`src/rtl/fp_pkg.sv`:
```
// fp_pkg: shared widths, limits and FSM state encoding for the FP align/add-sub block
package fp_pkg;
  localparam int EXP_W = 8;
  localparam int MAN_W = 23;
  localparam logic [EXP_W-1:0] EXP_MAX = 8'hFF;
  localparam int ALIGN_LIMIT = 24;
  typedef enum logic [1:0] {IDLE, ALIGN, ADD, DONE} state_t;
endpackage

```
`src/rtl/fp_unpack.sv`:
```
// fp_unpack: split an IEEE-754 single into sign, exponent and hidden-bit mantissa
module fp_unpack
  import fp_pkg::*;
(
  input  logic [31:0]      word,
  output logic             sign,
  output logic [EXP_W-1:0] exp,
  output logic [MAN_W:0]   man
);
  assign sign = word[31];
  assign exp  = word[30:23];
  assign man  = {exp != '0, word[MAN_W-1:0]};
endmodule

```
`src/rtl/fp_align_addsub.sv`:
```
// fp_align_addsub: multi-cycle exponent alignment followed by mantissa add/subtract
module fp_align_addsub
  import fp_pkg::*;
(
  input  logic             clk,
  input  logic             rst_n,
  input  logic             in_valid,
  output logic             in_ready,
  input  logic [31:0]      a,
  input  logic [31:0]      b,
  input  logic             op,
  output logic             out_valid,
  input  logic             out_ready,
  output logic [24:0]      res,
  output logic [EXP_W-1:0] exp_base,
  output logic             sign_res,
  output logic             out_special
);
  state_t state, state_n;
  logic sa, sb, sbe, a_x, spec_n, far_n, accept, sx, sy, special;
  logic [EXP_W-1:0] ea, eb, ex_n, ey_n, diff_n;
  logic [MAN_W:0] ma, mb, mx, my;
  logic [4:0] cnt;
  logic [24:0] sum;
  fp_unpack u_a (.word(a), .sign(sa), .exp(ea), .man(ma));
  fp_unpack u_b (.word(b), .sign(sb), .exp(eb), .man(mb));
  assign in_ready  = state == IDLE;
  assign out_valid = state == DONE;
  assign accept    = in_valid && in_ready;
  assign sbe       = sb ^ op;
  assign a_x       = a[30:0] >= b[30:0];
  assign ex_n      = a_x ? ea : eb;
  assign ey_n      = a_x ? eb : ea;
  assign diff_n    = ex_n - ey_n;
  assign spec_n    = (ea == EXP_MAX) || (eb == EXP_MAX);
  assign far_n     = diff_n >= EXP_W'(ALIGN_LIMIT);
  assign sum       = (sx == sy) ? {1'b0, mx} + {1'b0, my} : {1'b0, mx} - {1'b0, my};
  // state register
  always_ff @(posedge clk or negedge rst_n)
    if (!rst_n) state <= IDLE;
    else state <= state_n;
  // next-state: skip ALIGN when no shift is needed or the operand is special/out of range
  always_comb begin
    state_n = state;
    case (state)
      IDLE:  state_n = !accept ? IDLE : (spec_n || far_n || diff_n == '0) ? ADD : ALIGN;
      ALIGN: state_n = (cnt == 5'd1) ? ADD : ALIGN;
      ADD:   state_n = DONE;
      DONE:  state_n = out_ready ? IDLE : DONE;
      default: state_n = IDLE;
    endcase
  end
  // datapath: capture ordered operands, shift Y one bit per ALIGN cycle, form result in ADD
  always_ff @(posedge clk or negedge rst_n)
    if (!rst_n) begin
      mx <= '0; my <= '0; sx <= 1'b0; sy <= 1'b0; cnt <= '0; special <= 1'b0;
      res <= '0; exp_base <= '0; sign_res <= 1'b0; out_special <= 1'b0;
    end else if (accept) begin
      mx       <= a_x ? ma : mb;
      my       <= (far_n && !spec_n) ? '0 : (a_x ? mb : ma);
      sx       <= a_x ? sa : sbe;
      sy       <= a_x ? sbe : sa;
      cnt      <= far_n ? '0 : diff_n[4:0];
      special  <= spec_n;
      exp_base <= spec_n ? EXP_MAX : ex_n;
    end else if (state == ALIGN) begin
      my  <= my >> 1;
      cnt <= cnt - 5'd1;
    end else if (state == ADD) begin
      res         <= special ? '0 : sum;
      sign_res    <= (sx != sy && sum == '0 && !special) ? 1'b0 : sx;
      out_special <= special;
    end
endmodule

```
`config.mk`:
```
export PLATFORM = sky130hd
export DESIGN_NAME = fp_align_addsub
export DESIGN_NICKNAME = d
export VERILOG_FILES = /design/src/rtl/fp_pkg.sv /design/src/rtl/fp_unpack.sv /design/src/rtl/fp_align_addsub.sv
export SDC_FILE = /design/constraint.sdc
export NUM_CORES = 1
export LEC_CHECK = 0
export ABC_AREA = 1
export BUFFER_PORTS_ARGS = -buffer_cell sky130_fd_sc_hd__buf_2
export CORE_ASPECT_RATIO = 0.8
export CORE_MARGIN = 3
export CORE_UTILIZATION = 45
export DETAILED_ROUTE_END_ITERATION = 10
export HOLD_SLACK_MARGIN = 0.02
export PLACE_DENSITY = 0.72
export SLEW_MARGIN = 40
export SYNTH_ARGS = -nofsm -noshare
export SYNTH_HDL_FRONTEND = slang
export SYNTH_HIERARCHICAL = 1
export SYNTH_SLANG_ARGS = --single-unit
```
`constraint.sdc`:
```
create_clock -name clk -period 8.28 [get_ports clk]
set_clock_uncertainty 0.15 [all_clocks]
set_input_delay 0 -clock clk [delete_from_list [all_inputs] [get_ports clk]]
set_output_delay 0 -clock clk [all_outputs]
set_load 0.1 [all_outputs]
```
After elaboration in Yosys (flattened, before gate mapping)
Cells that the tools add are included.
- add/sub/neg operators: 4
- $lt $le $gt $ge: 2
- eq/ne operators: 8
- mux-type cells: 21
- bitwise gates (word level): 3
- reduce and logical (&&, ||, !) cells: 16
- operators by type and width (kind ; count):
    2-to-1 mux 24 bit ; 5
    2-to-1 mux 25 bit ; 2
    >= comparator 31 bit ; 1
    adder 24 x 24 -> 25 bit ; 1
    zero test 25 bit ; 1
    subtractor 24 x 24 -> 25 bit ; 1
    2-to-1 mux 8 bit ; 3
    == test 8 bit (second input constant) ; 2
    nonzero test 8 bit ; 2
    2-to-1 mux 5 bit ; 3
    >= comparator 8 x 5 -> 1 bit (second input constant) ; 1
    zero test 8 bit ; 1
    2-to-1 mux 2 bit ; 4
    case mux 2 bit (4 select lines) ; 1
    subtractor 8 bit ; 1
    == test 5 x 1 -> 1 bit (second input constant) ; 1
    subtractor 5 x 1 -> 5 bit (second input constant) ; 1
    == test 2 bit (second input constant) ; 2
    logical AND 1 bit ; 4
    logical OR 1 bit ; 3
    2-to-1 mux 1 bit ; 3
    AND reduction 3 bit ; 1
    == test 2 x 1 -> 1 bit (second input constant) ; 1
    zero test 1 bit ; 2
    other kinds (6) ; 7
- register bits after elaboration: 93
- bits of input ports: 69
- output and inout bits: 37

Longest topological paths before layout
Gate-level depths: netlist of the first run.
- depth in word-level cells: 9
- depth in mapped cells: 28

By module
Netlist of the first run, hierarchy kept.
- by module, submodules not included (module ; times used ; cells an instance ; area each (µm²) ; sequential area each (µm²)):
    fp_align_addsub ; 1 ; 1200 ; 7926.4 ; 2327.2
    fp_unpack ; 2 ; 47 ; 296.5 ; 0.0

Least setup slack after synthesis of the first run
Ideal clock, no wire load.
- path type: register to register
- start point: reg my[2]
- end point: reg sign_res
- data arrival time: 3662 ps
- setup slack: 4348 ps
- stages on the path, launching flop included: 29
- clock period less this slack: 3932 ps
- path through: dfrtp_1 inv_1 nand3_1 nor2_1 nand2_1 nor3_1 nand3_1 nor3_1 nand3_1 nor3_1 nand3_1 nor3_1 or2_2 xor2_1 ha_1 nand2_1 nor3_1 nand3_1 nand3_1 nand3_1 nand2_1 xor2_1 nand2_1 nor2_1 nand3_1 nor2_1 nand3_1 nand3_1 nand2_1
- longest elaborated chain between the ends: 6
- elaborated cells between the ends (all ways): 7
- those cells by class: 2 x add/sub; 2 x mux; 3 x reduce/logical
- ends and longest elaborated chain (element ; line ; text):
    start: declaration ; fp_align_addsub.sv:22 ; logic [MAN_W:0] ma, mb, mx, my;
    start signal: assignment ; fp_align_addsub.sv:60 ; my <= (far_n && !spec_n) ? '0 : (a_x ? mb : ma);
    start signal: assignment ; fp_align_addsub.sv:67 ; my <= my >> 1;
    subtractor 24 x 24 -> 25 bit or adder 24 x 24 -> 25 bit (tied branches) ; fp_align_addsub.sv:37 ; assign sum = (sx == sy) ? {1'b0, mx} + {1'b0, my} : {1'b0, mx} - {1'b0, my};
    2-to-1 mux 25 bit * ; fp_align_addsub.sv:37 ;
    zero test 25 bit * ; fp_align_addsub.sv:71 ; sign_res <= (sx != sy && sum == '0 && !special) ? 1'b0 : sx;
    logical AND 1 bit * (2 in a row) ; fp_align_addsub.sv:71 ;
    2-to-1 mux 1 bit * ; fp_align_addsub.sv:71 ;
    end signal: assignment ; fp_align_addsub.sv:71 ;
    end: declaration ; fp_align_addsub.sv:16 ; output logic sign_res,
Every way passes the cells marked *; elsewhere a longest branch is shown, timed or not.
A chain may end at the register's enable or synchronous reset.

Worst setup path after layout of the first run
Same ends and word-level chain as after synthesis.

==> results.yml, run 1 <==
cts:
  cts.sinks: 93
  insertion_delay_ns: 0.36
  cts_resized: 0
  cts.htree.levels: 3
  clockBufferDepth: 2
  clk_pin_slew_ns: 0.08
  tritoncts: "yes"
  cts_root_buffer: "clkbuf_16"
  numCtsBuffers: 9
global_routing:
  grt_pass1_wl_mm: 41.2
  grt.total_usage_pct: 24.6
  grt_pass1_vias: 8323
  antenna_found_initial: 0
  grt_overflow: 0
  use_met2_pct: 41.4
  grt_max_degree: 85
  use_met3_pct: 4.38
  met1_usage_pct: 32.6
  busiest_layer: "met2"
synth:
  yosysWarnings: 6
  syn_area_um2: 8520
  syn_avg_cell_area_um2: 6.58
  postSynthCellCount: 1294
  ys_seq_elements: 93
  synth_top_area_share_pct: 27.3
  ys_types: 46
  synth_area_leaders: "dfrtp_1, nand2_1, ha_1, inv_1, o21ai_0"
  synth_edf_count: 0
  yosys_most_used_dff: "dfrtp_1"
  yosysMostFrequentCell: "nand2_1"
  synthTopCellsByCount: "nand2_1, inv_1, o21ai_0"
  synth_fp_nets: 1422
  seq_area_frac_synth_pct: 27.3
  async_flop_share_pct: 100
  yosysTopAreaCell: "dfrtp_1"
layout:
  drive_gt1_share_pct: 11.7
  synthToLayoutAreaGrowth_pct: 17.5
  postLayoutCellArea_um2: 10000
  nNetsFinal: 1536
  antennaDiodeCount: 0
outcome:
  status: "completed"
critical_path:
  worstPathRequired_ns: 8.37
  path_max_fanout: 5
  cp_common_cell: "nand3_1"
  worstSetupPathType: "flop to flop"
  critPathArrivalTime_ns: 4.85
  cp-end-kind: "flop"
  max_stage_delay_ns: 0.38
  cp-start-kind: "flop"
  rr_worst_depth: 28
  critPathSlowestCell: "dfrtp_1"
die:
  die_y_um: 129
  coreArea_um2: 18300
  ioPinCount: 106
  die-area_um2: 20600
  die_x_um: 160
  num_rows: 44
  initial_core_util_pct: 46.5
sta:
  fmax_ghz: 0.210
  max_slew_margin_pct: 49.4
  worst_pin_slew_ns: 0.754
  fin_ws_ns: 3.52
  whs_ns: 0.0830
  hold_violations: 0
  rsz0062_at_grt: "false"
  setup-tns-final_ns: 0
  fin_crit_sh_pct: 57.5
  period_needed_ns: 4.76
  report.final.setup_viol: 0
  maxSlewViolCount: 0
detailed_routing:
  post_drt_wl_per_cell_um: 14.9
  ant_nets: 0
  num_vias: 8574
  first_pass_iters: 7
  initialDrtViolationCount: 630
  via_per_inst: 5.15
  post-route-drc-count: 0
  wirelength_mm: 24.9
hold_path:
  hp-class: "input pin to flop"
  worstHoldPathCells: 7
placed_design:
  post-place-ws_ns: 3.57
  dp_hpwl_mm: 18.0
  portBuffers: 105
  dpl_cell_area_um2: 8750
  gp_congestion: 0.971
job:
  drv_cap: 0
flip-flops by register name, summed over array words and instances (netlist names):
signal,flops
res,25
mx,24
my,24
exp_base,8
cnt,5
state,2
out_special,1
sign_res,1
special,1
sx,1
sy,1
layout make-up:
type,count,area (um2)
Multi-Input combinational cell,905,4820
Tap cell,253,317
Clock inverter,6,45.0
Inverter,195,734
Sequential cell,93,2330
Fill cell,1784,8320
Clock buffer,10,239
Timing Repair Buffer,204,1520
logic make-up (layout without fill, tap and decap cells):
logic type	count (synthesis)	after routing	synth area share [%]
AND/OR/NAND/NOR	547	547	27.0
buffers and inverters	296	415	16.2
AO/OA/AOI/OAI	252	252	16.0
flip-flops	93	93	27.3
adder cells (fa/ha/maj)	59	59	8.75
XOR/XNOR	47	47	4.83
critical path, delay by kind of cell (launching register included):
kind / cells / cell delay [ns]
buf+inv: 1 / 0.12
flops: 1 / 0.38
fa+ha+maj: 1 / 0.36
xor+xnor: 2 / 0.23
simple gates: 24 / 3.39
per-layer routing:
metal	wire length [um]	share of wire, %
met4	763	3.1
met1	11200	45
met2	11200	45
met3	1710	6.9
met5	0	0
cell usage in the layout (no fill, tap or decap), types with 3 or more instances in the layout:
| master | Yosys | layout |
|---|---|---|
| a21o_1 | 3 | 3 |
| o21ai_0 | 126 | 126 |
| inv_1 | 188 | 188 |
| nor3_1 | 16 | 16 |
| buf_2 | 0 | 104 |
| xnor2_1 | 10 | 10 |
| nand2_2 | 13 | 15 |
| nand2_1 | 318 | 316 |
| a22oi_1 | 3 | 3 |
| clkinvlp_4 | 0 | 3 |
| nand3_2 | 4 | 4 |
| inv_2 | 4 | 4 |
| nand3_1 | 46 | 46 |
| a21boi_0 | 3 | 3 |
| dfrtp_1 | 93 | 93 |
| nor4_1 | 6 | 6 |
| dlygate4sd3_1 | 0 | 94 |
| nand3b_1 | 4 | 4 |
| buf_4 | 64 | 4 |
| nor2_2 | 4 | 5 |
| clkbuf_16 | 0 | 9 |
| a31oi_1 | 6 | 6 |
| a21oi_1 | 88 | 88 |
| a211oi_1 | 5 | 5 |
| xor2_1 | 37 | 37 |
| ha_1 | 58 | 58 |
| nor2_1 | 120 | 119 |
| nand4_1 | 10 | 10 |
through the flow:
stage | utilization, % | std cells
after floorplan | - | 1294
after global placement | 47.8 | 1555
after detailed placement | 47.8 | 1555
after CTS | 54.4 | 1665
after global routing | 54.6 | 1666
final | 54.6 | 1666
final timing paths:
path	from	end	slack, ns
worst max-delay path	my[2]	sign_res	3.52
min in group asynchronous	rst_n	my[9]	0.51
worst max register to register	my[2]	sign_res	3.52
worst min-delay path	a[27]	mx[23]	0.08
max in group asynchronous	rst_n	my[11]	6.17
worst min register to register	res[9]	res[9]	0.33
timing repair:
item	in CTS	in global routing
buffers inserted	0	0
hold buffers	94	0
hold endpoints to repair	95	0
Power of run 1 is left out: the tool's default activity adds up to more than one toggle a clock period on the data nets, which glitch-free logic cannot reach.
==> run 2, diff against run 1 <==
==> constraint.sdc (replaced) <==
create_clock -name clk -period 4.6 [get_ports clk]
set_clock_uncertainty 0.15 [all_clocks]
set_input_delay 0 -clock clk [delete_from_list [all_inputs] [get_ports clk]]
set_output_delay 0 -clock clk [all_outputs]
set_load 0.1 [all_outputs]
==> run 2 against run 1 <==
Effect of this change:
- routed wire length rose by 1.1%
- critical path depth did not move
- cell area rose by 1.8%
- via count rose by 0.14%
- global-route usage rose by 0.18 points
- sequential cell count did not move
- die area did not move
- worst setup slack got worse by 3.2 ns
- critical path type unchanged
- count of clock-buffer cells in the layout did not move
- maximum frequency rose by 11%
- register-to-register slack got worse by 3.2 ns
==> results.yml, run 2 (same netlist as run 1, synthesis figures left out) <==
global_routing:
  grt.total_usage_pct: 24.7
  grt_max_degree: 72
  grt_pass1_vias: 8274
  grt_overflow: 0
  grt_pass1_wl_mm: 41.6
  antenna_found_initial: 1
sta:
  worst_pin_slew_ns: 0.736
  report.final.setup_viol: 0
  fmax_ghz: 0.234
  hold_violations: 0
  maxSlewViolCount: 0
  period_needed_ns: 4.28
  fin_crit_sh_pct: 93.0
  fin_ws_ns: 0.322
  max_slew_margin_pct: 50.8
cts:
  insertion_delay_ns: 0.35
  tritoncts: "yes"
  cts.sinks: 93
  numCtsBuffers: 9
  cts_root_buffer: "clkbuf_16"
  cts.htree.levels: 3
  clockBufferDepth: 2
  clk_pin_slew_ns: 0.07
placed_design:
  dp_hpwl_mm: 18.2
  portBuffers: 105
  gp_congestion: 0.962
  post-place-ws_ns: 0.0702
outcome:
  status: "completed"
detailed_routing:
  post_drt_wl_per_cell_um: 15.0
  initialDrtViolationCount: 575
  first_pass_iters: 6
  ant_nets: 0
  wirelength_mm: 25.2
  post-route-drc-count: 0
  via_per_inst: 5.13
  num_vias: 8586
layout:
  largest_reg_flops: 25
  fill_cells: 1770
  final_common_cell: "nand2_1"
  nNetsFinal: 1545
  antennaDiodeCount: 0
  top_register: "res"
  drive_gt1_share_pct: 13.6
  top_regs: "res (25), mx (24), my (24)"
  synthToLayoutAreaGrowth_pct: 19.6
  finish.utilization_pct: 55.6
  mostFrequentLayoutCells: "nand2_1, inv_1, o21ai_0"
die:
  initial_core_util_pct: 46.5
  die-area_um2: 20600
  num_rows: 44
  die_y_um: 129
  coreArea_um2: 18300
  die_x_um: 160
  ioPinCount: 106
critical_path:
  worstPathBufferInverterCount: 3
  r2r_slack_ns: 0.32
  r2r-start: "my[2]"
  worstSetupPathType: "flop to flop"
  max_stage_delay_ns: 0.40
  critPathArrivalTime_ns: 4.36
  critPathSlowestCell: "dfrtp_1"
  worstPathRequired_ns: 4.69
  path_max_fanout: 4
  rr_worst_depth: 28
  cp_common_cell: "nand3_1"
  cp-start-kind: "flop"
  cp-end-kind: "flop"
  startpoint: "my[2]"
  cp_top_family: "simple AND/OR/NAND/NOR gates"
  worst_r2r_endpoint: "sign_res"
hold_path:
  hp-class: "input pin to async pin"
job:
  drv_cap: 0
## run 2: per-layer routing
layer  track usage, %  part of all wire [%]  routed length [um]
met1             32.9                    46               11500
met4             6.89                   2.2                 566
met2             42.2                    46               11600
met3             4.15                   5.8                1460
met5                0                 0.052                  13
## run 2: metrics by stage
| step | instances | hold slack (ns) | setup TNS [ns] | instance area, um2 |
|---|---|---|---|---|
| after floorplan | 1294 | -0.446 | 0 | 8520 |
| after global placement | 1560 | 0.0233 | 0 | 8790 |
| after detailed placement | 1560 | -0.102 | 0 | 8800 |
| after CTS | 1668 | 0.0830 | 0 | 10000 |
| after global routing | 1675 | 0.119 | -0.0396 | 10200 |
| final | 1675 | 0.0685 | 0 | 10200 |
## run 2: timing repair
action / in CTS / in global routing
setup endpoints to repair: 0 / 4
resized for setup: 0 / 27
endpoints found under the hold margin: 118 / 0
setup buffers: 0 / 7
hold buffers: 92 / 0
## run 2: how the worst max path moves through the flow
stage,slack (ns),cells after the start,to
after floorplan,0.67,28,sign_res
after global placement,0.25,28,sign_res
after detailed placement,0.07,28,sign_res
after CTS,0.03,28,sign_res
after global routing,-0.04,28,sign_res
final,0.32,28,sign_res
## run 2: cell type report
| type | count | area, um2 | share of cell area [%] |
|---|---|---|---|
| clock buffers | 10 | 229 | 2.25 |
| clock inverters | 6 | 70.1 | 0.688 |
| inverters | 195 | 734 | 7.21 |
| multi-input cells | 905 | 4940 | 48.5 |
| flip-flops and latches | 93 | 2330 | 22.8 |
| well taps | 253 | 317 | 3.11 |
| repair buffers | 213 | 1570 | 15.4 |
Power of run 2 is left out for the same reason.
==> run 3, diff against run 2 <==
--- a/config.mk
+++ b/config.mk
@@ -8,11 +8,12 @@
 export ABC_AREA = 1
 export BUFFER_PORTS_ARGS = -buffer_cell sky130_fd_sc_hd__buf_2
 export CORE_ASPECT_RATIO = 0.8
-export CORE_MARGIN = 3
+export CORE_MARGIN = 5
 export CORE_UTILIZATION = 45
 export DETAILED_ROUTE_END_ITERATION = 10
 export HOLD_SLACK_MARGIN = 0.02
 export PLACE_DENSITY = 0.72
+export RECOVER_POWER = 50
 export SLEW_MARGIN = 40
 export SYNTH_ARGS = -nofsm -noshare
 export SYNTH_HDL_FRONTEND = slang
==> run 3 against run 2 <==
Effect of this change:
- the run now ends with capacitance limit, slew limit left
- hold slack improved by 0.022 ns
- non-clock buffer count rose by 3
- cell count rose by 0.42%
- largest cell class unchanged
- highest routed layer is now met4
==> results.yml, run 3 (same netlist as run 1, synthesis figures left out) <==
outcome:
  status: "finished, violations left"
  violations: "capacitance limit, slew limit"
global_routing:
  grt_max_degree: 84
  grt_pass1_wl_mm: 41.0
  grt.total_usage_pct: 23.1
  grt_overflow: 0
  antenna_found_initial: 0
  grt_pass1_vias: 8272
placed_design:
  portBuffers: 105
  gp_congestion: 0.911
  dpl_cell_area_um2: 8790
  dp_hpwl_mm: 17.9
layout:
  antennaDiodeCount: 0
  top_regs: "res (25), mx (24), my (24)"
  top_register: "res"
  fill_cells: 1874
  mostFrequentLayoutCells: "nand2_1, inv_1, o21ai_0"
  largest_reg_flops: 25
  postLayoutCellArea_um2: 10200
  drive_gt1_share_pct: 11.4
  nNetsFinal: 1548
  synthToLayoutAreaGrowth_pct: 19.6
  final_common_cell: "nand2_1"
sta:
  maxSlewViolCount: 95
  fmax_ghz: 0.232
  fin_crit_sh_pct: 93.6
  max_slew_margin_pct: -24.9
  worst_pin_slew_ns: 1.87
  period_needed_ns: 4.31
  hold_violations: 0
  report.final.setup_viol: 0
detailed_routing:
  post_drt_wl_per_cell_um: 14.9
  first_pass_iters: 6
  num_vias: 8607
  initialDrtViolationCount: 569
  wirelength_mm: 25.0
  ant_nets: 0
  via_per_inst: 5.12
  post-route-drc-count: 0
die:
  die_y_um: 133
  ioPinCount: 106
  initial_core_util_pct: 45.3
  die-area_um2: 21800
  die_x_um: 164
  num_rows: 45
  coreArea_um2: 18800
cts:
  numCtsBuffers: 9
  clk_pin_slew_ns: 0.07
  clockBufferDepth: 2
  cts.sinks: 93
  insertion_delay_ns: 0.36
  cts_root_buffer: "clkbuf_16"
  tritoncts: "yes"
  cts.htree.levels: 3
critical_path:
  cp_common_cell: "nand3_1"
  max_stage_delay_ns: 0.39
  cp-end-kind: "flop"
  r2r_slack_ns: 0.29
  cp-start-kind: "flop"
  worstSetupPathType: "flop to flop"
  r2r-start: "my[2]"
  worst_r2r_endpoint: "sign_res"
  critPathArrivalTime_ns: 4.39
  path_max_fanout: 4
  rr_worst_depth: 28
  critPathSlowestCell: "dfrtp_1"
  worstPathRequired_ns: 4.69
hold_path:
  whs_endpoint: "mx[23]"
  hp-class: "input pin to flop"
  hold_start: "a[28]"
  worstHoldPathCells: 7
job:
  drv_cap: 2
==> run 3: changes by cell type in the layout (fill, tap and decap cells not counted), moves of 3 or more <==
| cell | delta |
|---|---|
| buf_2 | -36 |
| clkbuf_1 | +37 |
| nand2_2 | +3 |
| nor3_2 | +3 |
==> run 3: timing repair <==
action	CTS	global route
endpoints found under the hold margin	93	0
buffers inserted	0	8
endpoints found under the setup margin	0	4
gates resized for setup	0	29
hold buffers	95	0
==> run 3: stage by stage <==
stage	hold WS (ns)	instances	util [%]	TNS, ns	setup WS [ns]
2_1_floorplan	-0.446	1294	-	0	0.668
3_3_place_gp	-0.169	1564	46.7	0	0.250
3_5_place_dp	-0.171	1564	46.8	0	0.0993
4_1_cts	0.0823	1674	53.6	0	0.0620
5_1_grt	0.182	1682	54.2	-0.0770	-0.0770
6_report	0.0901	1682	54.2	0	0.294
==> run 3: critical path: cells and delay by family, from the launching register on <==
kind	cells	cell delay, ns
compound gates	2	0.35
xor+xnor	2	0.31
fa+ha+maj	1	0.29
buf+inv	3	0.34
flops	1	0.39
simple gates	20	2.35
==> run 3: layout make-up <==
type                            instances  area [um2]  area share (%)
Clock inverter                          5        85.1           0.835
Multi-Input combinational cell        905        4940            48.5
Clock buffer                           10         239            2.35
Sequential cell                        93        2330            22.8
Tap cell                              258         323            3.17
Inverter                              195         734            7.21
Timing Repair Buffer                  216        1540            15.1
==> run 3: how the worst max path moves through the flow <==
stage,cells past startpoint,slack [ns],endpoint,startpoint
after floorplan,28,0.67,sign_res,my[2]
after global placement,28,0.25,sign_res,my[2]
after detailed placement,28,0.1,sign_res,my[2]
after CTS,28,0.06,sign_res,my[2]
after global routing,28,-0.08,sign_res,my[1]
final,28,0.29,sign_res,my[2]
==> run 3: per-layer routing <==
metal	wire length, um	vias to the layer above	part of all wire (%)	global-route usage [%]
met5	0	-	0	0
met4	746	0	3.0	8.01
met3	1150	53	4.6	3.99
met2	11700	230	47	38.3
met1	11400	4014	46	30.6
li1	-	4310	-	-
Power of run 3 is left out for the same reason.
